<file path="src/rtl/dma_controller_if.sv">
// Signal bundle between the DMA engine, the CPU's DMA port, data memory and
// the device line buffer. The master side is the DMA engine.
interface dma_controller_if #(
    parameter int WORD_SIZE  = 16,
    parameter int LINE_WORDS = 4,
    parameter int NUM_LINES  = 3
);
    localparam int IDX_W = (NUM_LINES > 1) ? $clog2(NUM_LINES) : 1;

    logic                            dma_cmd;
    logic                            bus_granted;
    logic                            bus_request;
    logic                            dma_end;
    logic                            mem_writeM;
    logic [WORD_SIZE-1:0]            mem_address;
    logic [WORD_SIZE*LINE_WORDS-1:0] mem_data;
    logic [IDX_W-1:0]                dev_index;
    logic [WORD_SIZE*LINE_WORDS-1:0] dev_data;

    modport master (
        input  dma_cmd, bus_granted, dev_data,
        output bus_request, dma_end, mem_writeM, mem_address, mem_data, dev_index
    );

    modport slave (
        output dma_cmd, bus_granted, dev_data,
        input  bus_request, dma_end, mem_writeM, mem_address, mem_data, dev_index
    );
endinterface

</file>
<file path="src/rtl/dma_controller.sv">
// Bus-master DMA engine: on dma_cmd it requests the data-memory bus, copies
// NUM_LINES device lines to memory starting at DMA_BASE, releases the bus and
// pulses dma_end.
//
//   state | meaning
//   IDLE  | waiting for dma_cmd, all outputs low
//   REQ   | bus requested, waiting for (re)grant
//   WRITE | writing line 'line', held for WRITE_LATENCY cycles
//   DONE  | bus released, one-cycle dma_end pulse
module dma_controller #(
    parameter int                   WORD_SIZE     = 16,
    parameter int                   LINE_WORDS    = 4,
    parameter int                   NUM_LINES     = 3,
    parameter logic [WORD_SIZE-1:0] DMA_BASE      = 16'h01F4,
    parameter int                   WRITE_LATENCY = 4
) (
    input  logic             Clk,
    input  logic             Reset_N,
    dma_controller_if.master bus
);
    localparam int IDX_W = (NUM_LINES > 1) ? $clog2(NUM_LINES) : 1;
    localparam int LAT_W = (WRITE_LATENCY > 1) ? $clog2(WRITE_LATENCY) : 1;
    localparam logic [IDX_W-1:0] LAST_LINE = IDX_W'(NUM_LINES - 1);
    localparam logic [LAT_W-1:0] LAST_LAT  = LAT_W'(WRITE_LATENCY - 1);

    typedef enum logic [1:0] {IDLE, REQ, WRITE, DONE} state_t;

    state_t               state;
    logic [IDX_W-1:0]     line;
    logic [LAT_W-1:0]     lat_cnt;
    logic                 bus_request_r;
    logic                 dma_end_r;
    logic                 mem_writeM_r;
    logic [WORD_SIZE-1:0] mem_address_r;
    logic [IDX_W-1:0]     dev_index_r;

    // Destination word address of a line; wraps at 2^WORD_SIZE.
    function automatic logic [WORD_SIZE-1:0] line_addr(input logic [IDX_W-1:0] l);
        line_addr = DMA_BASE + WORD_SIZE'(l) * WORD_SIZE'(LINE_WORDS);
    endfunction

    // Sequencer: state, line/latency counters and registered outputs, all
    // updated together so outputs always reflect the state being entered.
    always_ff @(posedge Clk) begin
        if (!Reset_N) begin
            state         <= IDLE;
            line          <= '0;
            lat_cnt       <= '0;
            bus_request_r <= 1'b0;
            dma_end_r     <= 1'b0;
            mem_writeM_r  <= 1'b0;
            mem_address_r <= '0;
            dev_index_r   <= '0;
        end else begin
            case (state)
                IDLE: begin
                    if (bus.dma_cmd) begin
                        state         <= REQ;
                        bus_request_r <= 1'b1;
                    end
                end
                REQ: begin
                    if (bus.bus_granted) begin
                        state         <= WRITE;
                        lat_cnt       <= '0;
                        mem_writeM_r  <= 1'b1;
                        dev_index_r   <= line;
                        mem_address_r <= line_addr(line);
                    end
                end
                WRITE: begin
                    if (!bus.bus_granted) begin
                        // Grant loss wins; the current line restarts on regrant.
                        state         <= REQ;
                        lat_cnt       <= '0;
                        mem_writeM_r  <= 1'b0;
                        dev_index_r   <= '0;
                        mem_address_r <= '0;
                    end else if (lat_cnt < LAST_LAT) begin
                        lat_cnt <= lat_cnt + 1'b1;
                    end else if (line == LAST_LINE) begin
                        state         <= DONE;
                        bus_request_r <= 1'b0;
                        mem_writeM_r  <= 1'b0;
                        dma_end_r     <= 1'b1;
                        dev_index_r   <= '0;
                        mem_address_r <= '0;
                    end else begin
                        line          <= line + 1'b1;
                        lat_cnt       <= '0;
                        dev_index_r   <= line + 1'b1;
                        mem_address_r <= line_addr(line + 1'b1);
                    end
                end
                DONE: begin
                    state     <= IDLE;
                    line      <= '0;
                    dma_end_r <= 1'b0;
                end
                default: begin
                    state         <= IDLE;
                    line          <= '0;
                    lat_cnt       <= '0;
                    bus_request_r <= 1'b0;
                    dma_end_r     <= 1'b0;
                    mem_writeM_r  <= 1'b0;
                    mem_address_r <= '0;
                    dev_index_r   <= '0;
                end
            endcase
        end
    end

    assign bus.bus_request = bus_request_r;
    assign bus.dma_end     = dma_end_r;
    assign bus.mem_writeM  = mem_writeM_r;
    assign bus.mem_address = mem_address_r;
    assign bus.dev_index   = dev_index_r;

    // Device data passes straight through while writing so it tracks dev_index
    // in the same cycle; forced low otherwise.
    assign bus.mem_data = mem_writeM_r ? bus.dev_data : '0;
endmodule

</file>
<file path="src/flat_wrapper.sv">
// flat-port wrapper written by rule: the top's interface ports become plain ports
module dma_controller_flat 
#(
    parameter int                   WORD_SIZE     = 16,
    parameter int                   LINE_WORDS    = 4,
    parameter int                   NUM_LINES     = 3,
    parameter logic [WORD_SIZE-1:0] DMA_BASE      = 16'h01F4,
    parameter int                   WRITE_LATENCY = 4
)
  (Clk, Reset_N, bus_dma_cmd, bus_bus_granted, bus_dev_data, bus_bus_request, bus_dma_end, bus_mem_writeM, bus_mem_address, bus_mem_data, bus_dev_index);
  dma_controller_if #(.WORD_SIZE(WORD_SIZE), .LINE_WORDS(LINE_WORDS), .NUM_LINES(NUM_LINES)) bus_i ();
  input  logic Clk;
  input  logic Reset_N;
  input wire logic [$bits(bus_i.dma_cmd)-1:0] bus_dma_cmd;
  input wire logic [$bits(bus_i.bus_granted)-1:0] bus_bus_granted;
  input wire logic [$bits(bus_i.dev_data)-1:0] bus_dev_data;
  output wire logic [$bits(bus_i.bus_request)-1:0] bus_bus_request;
  output wire logic [$bits(bus_i.dma_end)-1:0] bus_dma_end;
  output wire logic [$bits(bus_i.mem_writeM)-1:0] bus_mem_writeM;
  output wire logic [$bits(bus_i.mem_address)-1:0] bus_mem_address;
  output wire logic [$bits(bus_i.mem_data)-1:0] bus_mem_data;
  output wire logic [$bits(bus_i.dev_index)-1:0] bus_dev_index;
  assign bus_i.dma_cmd = bus_dma_cmd;
  assign bus_i.bus_granted = bus_bus_granted;
  assign bus_i.dev_data = bus_dev_data;
  assign bus_bus_request = bus_i.bus_request;
  assign bus_dma_end = bus_i.dma_end;
  assign bus_mem_writeM = bus_i.mem_writeM;
  assign bus_mem_address = bus_i.mem_address;
  assign bus_mem_data = bus_i.mem_data;
  assign bus_dev_index = bus_i.dev_index;
  dma_controller #(.WORD_SIZE(WORD_SIZE), .LINE_WORDS(LINE_WORDS), .NUM_LINES(NUM_LINES), .DMA_BASE(DMA_BASE), .WRITE_LATENCY(WRITE_LATENCY)) u_core (.Clk(Clk), .Reset_N(Reset_N), .bus(bus_i));
endmodule
</file>
<file path="config.mk">
export PLATFORM = sky130hd
export DESIGN_NAME = dma_controller_flat
export DESIGN_NICKNAME = d
export VERILOG_FILES = /design/src/rtl/dma_controller_if.sv /design/src/rtl/dma_controller.sv /design/src/flat_wrapper.sv
export SDC_FILE = /design/constraint.sdc
export NUM_CORES = 1
export LEC_CHECK = 0
export CAP_MARGIN = 25
export CORE_ASPECT_RATIO = 0.75
export CORE_UTILIZATION = 33
export CTS_BUF_LIST = sky130_fd_sc_hd__clkbuf_4
export CTS_CLUSTER_SIZE = 10
export DETAILED_ROUTE_END_ITERATION = 16
export PLACE_DENSITY_LB_ADDON = 0.3
export SYNTH_ARGS = -nofsm -noshare
export SYNTH_HDL_FRONTEND = slang
export SYNTH_SLANG_ARGS = --single-unit
</file>
<file path="constraint.sdc">
create_clock -name Clk -period 2.7 [get_ports Clk]
set_clock_uncertainty 0.2 [all_clocks]
set_input_delay 0.675 -clock Clk [delete_from_list [all_inputs] [get_ports Clk]]
set_output_delay 0.675 -clock Clk [all_outputs]
set_load 0.005 [all_outputs]
</file>
==> flow_metrics.py <==
metrics = {
    "drt": {
        "ant_nets": 0,
        "via_per_inst": 4.66,
        "drc": 0,
        "drt_iter0_markers": 53,
        "wl_um": 5680,
        "vias": 1814,
        "dr.pass1.iters": 4,
        "wl_per_cell_um": 14.6,
    },
    "floorplanning": {
        "die_w_um": 81.0,
        "row_count": 21,
        "die_y_um": 61.3,
        "core_area_mm2": 0.00449,
        "initial_core_util_pct": 34.4,
        "pin_count": 153,
        "dieArea_mm2": 0.00497,
    },
    "sta": {
        "setup_viol": 0,
        "timing.final.crit_period_ps": 2650,
        "slew_headroom_pct": 59.4,
        "rsz0062_at_grt": "no",
        "setup_tns_ps": 0,
        "hold_viol_final": 0,
        "drv_slew": 0,
        "fin_crit_sh_pct": 98.0,
        "holdWs_ps": 272,
        "tightest_slew_ps": 608,
        "max_freq_ghz": 0.378,
    },
    "clock_tree": {
        "postCtsSetupRepairBufs": 0,
        "clock_sinks": 15,
        "htree_num_levels": 1,
        "cts.reportedPaths.clkPinSlew_ps": 90,
        "cts_tree": "done",
        "cts_root_buffer": "clkbuf_4",
        "cts_buffer_depth": 2,
        "cts_buffers": 3,
        "holdBufCountCts": 0,
        "insertion_delay_ps": 280,
        "post_cts_resized": 0,
    },
    "global_routing": {
        "antenna_found_initial": 0,
        "first_global_vias": 1507,
        "grt_usage_pct": 20.7,
        "grt_pass1_wl_um": 7810,
        "gr-total-overflow": 0,
        "grt_max_degree": 42,
    },
    "run_status": {
        "status": "finished, final reports clean",
    },
    "place": {
        "hpwl_um": 4570,
        "gp_congestion": 0.833,
        "placement.io_buffers": 144,
    },
    "synthesis": {
        "yosysWarnings": 0,
        "synth_top_cell_by_area": "and2_1",
        "syn-instance-count": 198,
        "syn_area_mm2": 0.00155,
        "synth.top_cell.area_share_pct": 26.3,
        "synth.distinct_cells": 39,
        "synth_area_leaders": "and2_1 (26%), dfxtp_1 (19%), ha_1 (8.9%), buf_4 (5.8%), a311oi_2 (3.9%)",
        "ys_ff_latch": 15,
        "seq_area_frac_synth_pct": 19.4,
        "syn_avg_cell_area_um2": 7.81,
    },
    "cells_and_area": {
        "final_common_cell": "clkdlybuf4s50_1",
        "most-common-layout-cells": "clkdlybuf4s50_1 (141), and2_1 (65), dfxtp_1 (15), ha_1 (11), nand2_1 (10)",
        "finalNetCount": 412,
        "syn_to_final_growth_pct": 94.1,
        "drive_gt1_share_pct": 6.02,
        "fin_util_pct": 66.8,
        "n_antenna_cell": 0,
    },
    "setup_path": {
        "cp-end-kind": "output pin",
        "critPathLaunchType": "primary input",
        "cp.arrival_ps": 1770,
        "worstPathRequired_ps": 1820,
        "crit_fanout": 1,
        "worst-setup-path-type": "primary input to output pin",
    },
    "power": {
        "irDropWorstVdd_uv": 426,
        "powerDensity_mw_per_mm2": 674,
        "p_leak_nw": 1.19,
    },
    "min_path": {
        "hold_path.class": "flop to flop",
    },
    "flow_run": {
        "maxCapViolations": 0,
    },
}
[layout make-up]
cell class,instances,area (um2)
Tap cell,57,71.3
Clock buffer,3,22.5
Sequential cell,15,300
Fill cell,392,1490
Inverter,8,30.0
Multi-Input combinational cell,154,1070
Clock inverter,1,5.00
Timing Repair Buffer,151,1500
[stage by stage]
| step | setup WS (ps) | instances | power (mW) | area (um2) |
|---|---|---|---|---|
| 6_report | 52.7 | 389 | 2.02 | 3000 |
| 5_1_grt | 0.317 | 389 | 2.19 | 3000 |
| 4_1_cts | 41.0 | 389 | 2.04 | 2990 |
| 3_5_place_dp | 41.0 | 385 | 1.90 | 2970 |
| 3_3_place_gp | 41.5 | 385 | 1.87 | 2970 |
| 2_1_floorplan | 857 | 205 | 1.10 | 1570 |
[path summary, 6_finish.rpt]
| kind | start | endpoint | slack (ps) | cells past startpoint |
|---|---|---|---|---|
| setup / recovery | bus_dev_data[38] | bus_mem_data[38] | 50 | 3 |
| hold / removal | u_core.bus.bus_request | u_core.bus.bus_request | 270 | 2 |
| setup reg to reg | u_core.state[0] | u_core.state[0] | 590 | 5 |
| hold reg to reg | u_core.bus.bus_request | u_core.bus.bus_request | 270 | 2 |
[logic make-up after synthesis]
| family | Yosys count | share of synthesized area, % |
|---|---|---|
| simple gates | 101 | 39.4 |
| buf+inv | 36 | 13.0 |
| compound gates | 32 | 17.7 |
| flops | 15 | 19.4 |
| fa+ha+maj | 11 | 8.90 |
| mux | 2 | 1.29 |
| other cells | 1 | 0.242 |
[synth_stat cells]
| library cell | n |
|---|---|
| a2111oi_0 | 3 |
| a211o_1 | 2 |
| a211oi_1 | 1 |
| a211oi_2 | 2 |
| a21oi_1 | 4 |
| a22oi_1 | 1 |
| a311oi_2 | 4 |
| a31oi_1 | 7 |
| and2_1 | 65 |
| and3_1 | 1 |
| and3b_1 | 1 |
| and4_4 | 1 |
| buf_2 | 5 |
| buf_4 | 12 |
| buf_6 | 2 |
| clkbuf_1 | 9 |
| conb_1 | 1 |
| dfxtp_1 | 15 |
| ha_1 | 11 |
| inv_1 | 8 |
| mux2i_1 | 2 |
| nand2_1 | 10 |
| nand2b_1 | 3 |
| nand3_1 | 4 |
| nand3b_1 | 2 |
| nand3b_2 | 1 |
| nand4_1 | 1 |
| nor2_1 | 3 |
| nor2b_1 | 3 |
| nor3_1 | 2 |
| o211ai_1 | 1 |
| o21a_1 | 1 |
| o21ai_0 | 1 |
| o221a_2 | 1 |
| o31ai_1 | 2 |
| o32ai_1 | 1 |
| o41a_1 | 1 |
| or3_1 | 2 |
| or4_1 | 2 |
[per-layer routing]
metal	routed length, um	part of all wire, %	up-vias	GRT usage, %
met1	2430	43	821	28.2
met5	0	0	-	0
li1	-	-	916	-
met3	489	8.6	4	4.30
met4	46	0.81	0	4.34
met2	2710	48	73	34.2
[sequential cells by signal (all words and copies together), names as in the netlist]
register and flops:
u_core.bus.mem_writeM 1, u_core.bus.bus_request 1, u_core.bus.mem_address 4, u_core.state 2
u_core.lat_cnt 2, u_core.bus.dma_end 1, u_core.bus.dev_index 2, u_core.line 2
[worst max-delay path, stage by stage]
cell and delay, ps:
clkdlybuf4s50_1 480, and2_1 120, clkdlybuf4s50_1 500
[where the power goes]
part           switching (mW)  leakage (nW)  internal [mW]
Clock                  0.0751        0.0177         0.0550
Combinational           0.627          1.05          0.912
Sequential             0.0569         0.123          0.296
No activity file was read; power rests on OpenSTA's default activity.
==> patch 1, RTL diff (same flow settings) <==
Make the reset (`Reset_N`) asynchronous in one clocked block.
--- a/src/rtl/dma_controller.sv
+++ b/src/rtl/dma_controller.sv
@@ -41,7 +41,7 @@
 
     // Sequencer: state, line/latency counters and registered outputs, all
     // updated together so outputs always reflect the state being entered.
-    always_ff @(posedge Clk) begin
+    always_ff @(posedge Clk or negedge Reset_N) begin
         if (!Reset_N) begin
             state         <= IDLE;
             line          <= '0;
Formal check against the unedited RTL: differs if Reset_N is asserted again (counterexample within 4 cycles, from zero or initial values and one cycle with Reset_N low); with Reset_N held inactive, the same outputs for 10 cycles.
==> patch 1 against the unedited design <==
Setup slack got worse by 3.1 ps. Wire length decreased by 4.4%. Final area decreased by 0.88%. Die area decreased by 3.0%. Total power increased by 1.5%. Clock power increased by 12%. Core utilization increased by 4.0 points. Synthesized area decreased by 3.1%. Sequential cell count unchanged. Largest power group unchanged.
==> patch 1: results (changes against the unedited design) <==
| Metric | Value |
|---|---|
| Highest metal used | `met4` |
| Crit-path slowest cell | `clkdlybuf4s50_1` |
| Avg WL per Cell | `14.9 um (+2.2%)` |
| Peak VDD IR | `0.000393 V (-7.5%)` |
| First-pass GRT wire length | `7.84 mm (+0.36%)` |
| RR Startpoint | `u_core.state[0]$_DFFE_PN0P_` |
| Final Wtd Congestion | `0.915 (+9.8%)` |
| Nets | `389 (-5.6%)` |
| Synth cell types | `34 (-13%)` |
| Share of cells above drive strength 1 | `5.50% (-0.52 points)` |
| Ranking of synthesized cells by area | `and2_1 27%, dfrtp_1 25%, ha_1 9.2%, buf_4 6.0%, mux2_2 3.8%` |
| Deepest clock path buffer count | `2 (unchanged)` |
| DP Cell Count | `360 (-6.5%)` |
| Worst-Margin Slew | `686 ps (+77.8 ps)` |
| Routed WL | `5.43 mm (-4.4%)` |
| Sequential share of the synthesized area | `25.0% (+5.6 points)` |
| Worst Hold Launch | `u_core.bus.bus_request$_DFFE_PN0P_` |
| Met3 Wirelength | `348 um (-29%)` |
| Synth async-reset ratio | `100% (+100 points)` |
| Overall power | `2.05 mW (+1.5%)` |
| Hold Path End | `u_core.bus.bus_request$_DFFE_PN0P_` |
| P_leak | `1.26 nW (+5.3%)` |
| Worst R2R Setup Slack | `510 ps (-80 ps)` |
| Vias | `1,667 (-8.1%)` |
| Met1 WL | `2.02 mm (-17%)` |
| Syn Area/Cell | `8.66 um^2 (+11%)` |
| Post-synth top cells | `64 x and2_1, 15 x dfrtp_1, 12 x buf_4` |
| Vias in the first global route | `1,565 (+3.8%)` |
| Sequential Power Share | `17.3% (-0.2 points)` |
| Gr usage total | `21.6% (+0.83 points)` |
| Clock-net power | `0.146 mW (+12%)` |
| WL met2 | `2.95 mm (+9.1%)` |
| Pint | `1.33 mW (+5.1%)` |
| Outcome | `completed` |
| Synth Flop Type | `dfrtp_1` |
| Critical R2R Capture | `u_core.lat_cnt[1]$_DFFE_PN0P_` |
| CTS buffer count | `3 (unchanged)` |
| Largest net degree at the start of global routing | `30 (-29%)` |
| Dpl ws | `28.5 ps (-12.4 ps)` |
| Fillers | `339 (-14%)` |
| Hpwl dp | `4.60 mm (+0.79%)` |
| Final hold slack | `307 ps (+34.8 ps)` |
| DRT iter0 DRCs | `24 (-55%)` |
| Clk_lat worst skew | `290 ps` |
| Dpl cell area | `2940 um^2 (-0.93%)` |
## patch 1: critical path, delay by kind of cell
family                 cells  cell delay (ps)
AND/OR/NAND/NOR            1              140
buffers and inverters      2              960
## patch 1: logic make-up (layout without fill, tap and decap cells)
family                   count (synthesis)  after routing  share of synthesized area [%]
AO/OA/AOI/OAI                           20             20                           9.93
adder cells (fa/ha/maj)                 11             11                           9.18
buffers and inverters                   28            157                           11.1
flip-flops                              15             15                           25.0
multiplexers                             8              8                           5.93
other                                    1              8                          0.250
AND/OR/NAND/NOR                         90             90                           38.6
## patch 1: repair_timing
action / in CTS / in global routing
gates resized for setup: 0 / 3
hold endpoints to repair: 0 / 0
setup endpoints to repair: 0 / 32
setup buffers: 0 / 0
hold buffers: 0 / 0
## patch 1: area by class of cell
| type | count | area, um^2 | area share (%) |
|---|---|---|---|
| tap | 55 | 68.8 | 2.31 |
| multi-input combinational | 137 | 983 | 33.1 |
| timing repair buffer | 147 | 1490 | 50.2 |
| inverter | 6 | 22.5 | 0.757 |
| clock buffer | 4 | 30.0 | 1.01 |
| sequential | 15 | 377 | 12.7 |
## patch 1: metal layers
layer  up-vias  track usage, %
li1        823               -
met1       761            24.3
met2        72            41.9
met3        11            4.51
met4         0            6.12
met5         -               0
## patch 1: how the worst max path moves through the flow
stage / depth (start not counted) / from / slack (ps) / end
after global placement: 3 / bus_dev_data[62] / 50 / bus_mem_data[62]
after floorplan: 6 / u_core.state[0]$_DFFE_PN0P_ / 820 / u_core.lat_cnt[0]$_DFFE_PN0P_
after CTS: 3 / bus_dev_data[28] / 30 / bus_mem_data[28]
after global routing: 3 / bus_dev_data[60] / 1 / bus_mem_data[60]
final: 3 / bus_dev_data[57] / 50 / bus_mem_data[57]
after detailed placement: 3 / bus_dev_data[28] / 30 / bus_mem_data[28]
==> patch 2, RTL diff (same flow settings) <==
Made on the original files. `NUM_LINES` is set to 3 in 3 places; all go to 6.
--- a/src/rtl/dma_controller_if.sv
+++ b/src/rtl/dma_controller_if.sv
@@ -3,7 +3,7 @@
 interface dma_controller_if #(
     parameter int WORD_SIZE  = 16,
     parameter int LINE_WORDS = 4,
-    parameter int NUM_LINES  = 3
+    parameter int NUM_LINES  = 6
 );
     localparam int IDX_W = (NUM_LINES > 1) ? $clog2(NUM_LINES) : 1;
 
--- a/src/rtl/dma_controller.sv
+++ b/src/rtl/dma_controller.sv
@@ -10,7 +10,7 @@
 module dma_controller #(
     parameter int                   WORD_SIZE     = 16,
     parameter int                   LINE_WORDS    = 4,
-    parameter int                   NUM_LINES     = 3,
+    parameter int                   NUM_LINES     = 6,
     parameter logic [WORD_SIZE-1:0] DMA_BASE      = 16'h01F4,
     parameter int                   WRITE_LATENCY = 4
 ) (
--- a/src/flat_wrapper.sv
+++ b/src/flat_wrapper.sv
@@ -3,7 +3,7 @@
 #(
     parameter int                   WORD_SIZE     = 16,
     parameter int                   LINE_WORDS    = 4,
-    parameter int                   NUM_LINES     = 3,
+    parameter int                   NUM_LINES     = 6,
     parameter logic [WORD_SIZE-1:0] DMA_BASE      = 16'h01F4,
     parameter int                   WRITE_LATENCY = 4
 )
Interface: changed (resized bus_dev_index); port bits go from 153 to 154. The function was not compared with the original's and may differ.
==> patch 2 against the unedited design <==
Setup slack worse by 23 ps. Final area up 2.4%. Synthesized area up 2.6%. Clock power up 23%. Wire length down 3.4%. Hold slack worse by 6.2 ps. Sequential cell count up 4. Total power down 13%. Count of clock-buffer cells in the layout up 1. Final cell count up 2.8%. Via count up 1.9%. Critical endpoint is now bus_mem_data[60].
==> patch 2: results (changes against the unedited design) <==
| Metric | Value |
|---|---|
| Synth Flop Type | `dfxtp_1` |
| Clk_lat worst skew | `310 ps (+30 ps)` |
| DRT iter0 DRCs | `100 (+89%)` |
| N_diodes | `0 (unchanged)` |
| Final Wtd Congestion | `0.840 (+0.86%)` |
| Met1 Track Usage GR | `28.2% (about the same)` |
| Hold Fails Final Rpt | `0 (unchanged)` |
| Dpl ws | `2.91 ps (-38.1 ps)` |
| CP startpoint | `bus_dev_data[60]` |
| Initial antenna violation count | `0 (unchanged)` |
| Synth cell types | `37 (-5.1%)` |
| Delay-heaviest family, CP | `buffers and inverters` |
| Clk slew on worst S/H paths | `110 ps (+20 ps)` |
| Post-synth top cells | `64 x and2_1, 19 x dfxtp_1, 12 x buf_4` |
| Number of port buffers | `145 (+0.69%)` |
| Final setup violation count | `0 (unchanged)` |
| Sequential share of the synthesized area | `24.0% (+4.6 points)` |
| Vias in the first global route | `1,595 (+5.8%)` |
| Postcts setup bufs | `0 (unchanged)` |
| Post-Syn Instances | `208 (+5.1%)` |
| RR Startpoint | `u_core.line[0]$_SDFFE_PN0P_` |
| Largest net degree at the start of global routing | `67 (+60%)` |
| Routed WL | `5.48 mm (-3.4%)` |
| Pre-antenna DRT Iters | `4 (unchanged)` |
| Met1 WL | `2.44 mm (+0.16%)` |
| Crit-path slowest cell | `clkdlybuf4s50_1` |
| Root Driver | `clkbuf_4` |
| Gr usage total | `20.1% (-0.63 points)` |
| Hold path depth | `2 (unchanged)` |
| Final hold slack | `266 ps (-6.21 ps)` |
| Share of cells above drive strength 1 | `4.08% (-1.9 points)` |
| H-tree depth | `1 (unchanged)` |
| Ranking of synthesized cells by area | `and2_1 25%, dfxtp_1 24%, ha_1 7.9%, buf_4 5.7%, a21oi_1 3.5%` |
| Nets | `422 (+2.4%)` |
| Deepest clock path buffer count | `2 (unchanged)` |
| WL met2 | `2.71 mm (about the same)` |
| First-pass GRT wire length | `7.75 mm (-0.79%)` |
| Yosys warning count | `0 (unchanged)` |
| Synth async-reset ratio | `0% (unchanged)` |
| Peak VDD IR | `0.000421 V (-1.1%)` |
| Hold Path End | `u_core.bus.mem_address[9]$_SDFFE_PN0P_` |
| Dpl cell area | `3030 um^2 (+2.1%)` |
| Fillers | `385 (-1.8%)` |
| Met3 Wirelength | `295 um (-40%)` |
| Outcome | `completed` |
| Worst EP arrival | `1800 ps (+30 ps)` |
| Worst Hold Launch | `u_core.bus.mem_address[9]$_SDFFE_PN0P_` |
| Vias | `1,849 (+1.9%)` |
| Critical R2R Capture | `u_core.bus.mem_address[4]$_SDFFE_PN0P_` |
| Worst-path fanout max | `1 (unchanged)` |
| Worst R2R Setup Slack | `640 ps (+50 ps)` |
| M2 GR Usage | `32.0% (-2.2 points)` |
| Largest register FFs | `6 (+2)` |
| Worst R2R Path Depth | `7 (+2)` |
| Register area | `380 um^2 (+27%)` |
| Met3 GRT Util | `4.53% (+0.23 points)` |
| Fin cells | `400 (+2.8%)` |
| Hpwl dp | `4.41 mm (-3.4%)` |
| P_leak | `1.24 nW (+3.7%)` |
==> patch 2: changes by cell type after synthesis, sizes merged, moves of 4 or more <==
cell | unedited run | this run
a311oi | 4 | 0
buf | 19 | 14
o21ai | 1 | 9
a21oi | 4 | 11
dfxtp | 15 | 19
nor3 | 2 | 7
nand3 | 4 | 9
a31oi | 7 | 3
==> patch 2: report_power, final <==
group | internal, mW | switching, mW
sequential | 0.350 | 0.0468
combinational | 0.709 | 0.492
clock | 0.0678 | 0.0923
total | 1.13 | 0.632
==> patch 2: worst max path at each step <==
stage / slack (ps) / to / depth (start not counted)
after floorplan: 830 / u_core.bus.mem_address[7]$_SDFFE_PN0P_ / 5
after global placement: -10 / bus_mem_data[60] / 3
after detailed placement: 3 / bus_mem_data[60] / 3
after CTS: 20 / bus_mem_data[60] / 3
after global routing: 1 / bus_mem_data[60] / 3
final: 30 / bus_mem_data[60] / 3
==> patch 2: tightest hold or removal path: stages (launching register included) <==
cell     delay [ps]
dfxtp_1         330
nand2_1          50
o21ai_0          60
==> patch 2: repair_timing <==
| action | 4_1_cts | 5_1_grt |
|---|---|---|
| gates resized for setup | 1 | 5 |
| hold buffers | 0 | 0 |
| endpoints found under the setup margin | 1 | 5 |
| gates cloned | 0 | 0 |
==> patch 2: logic make-up (layout without fill, tap and decap cells) <==
kind of cell    after synthesis  after routing  share of synthesized area, %
simple gates                103            103                          38.0
flops                        19             19                          24.0
other cells                   1              8                         0.236
buf+inv                      33            161                          10.8
compound gates               42             42                          19.1
fa+ha+maj                    10             10                          7.89
==> patch 2: final cells by class <==
cell class,instances,area share (%)
Inverter,10,1.22
Sequential cell,19,12.4
Tap cell,57,2.32
Clock buffer,4,0.977
Timing Repair Buffer,147,48.5
Multi-Input combinational cell,163,34.6
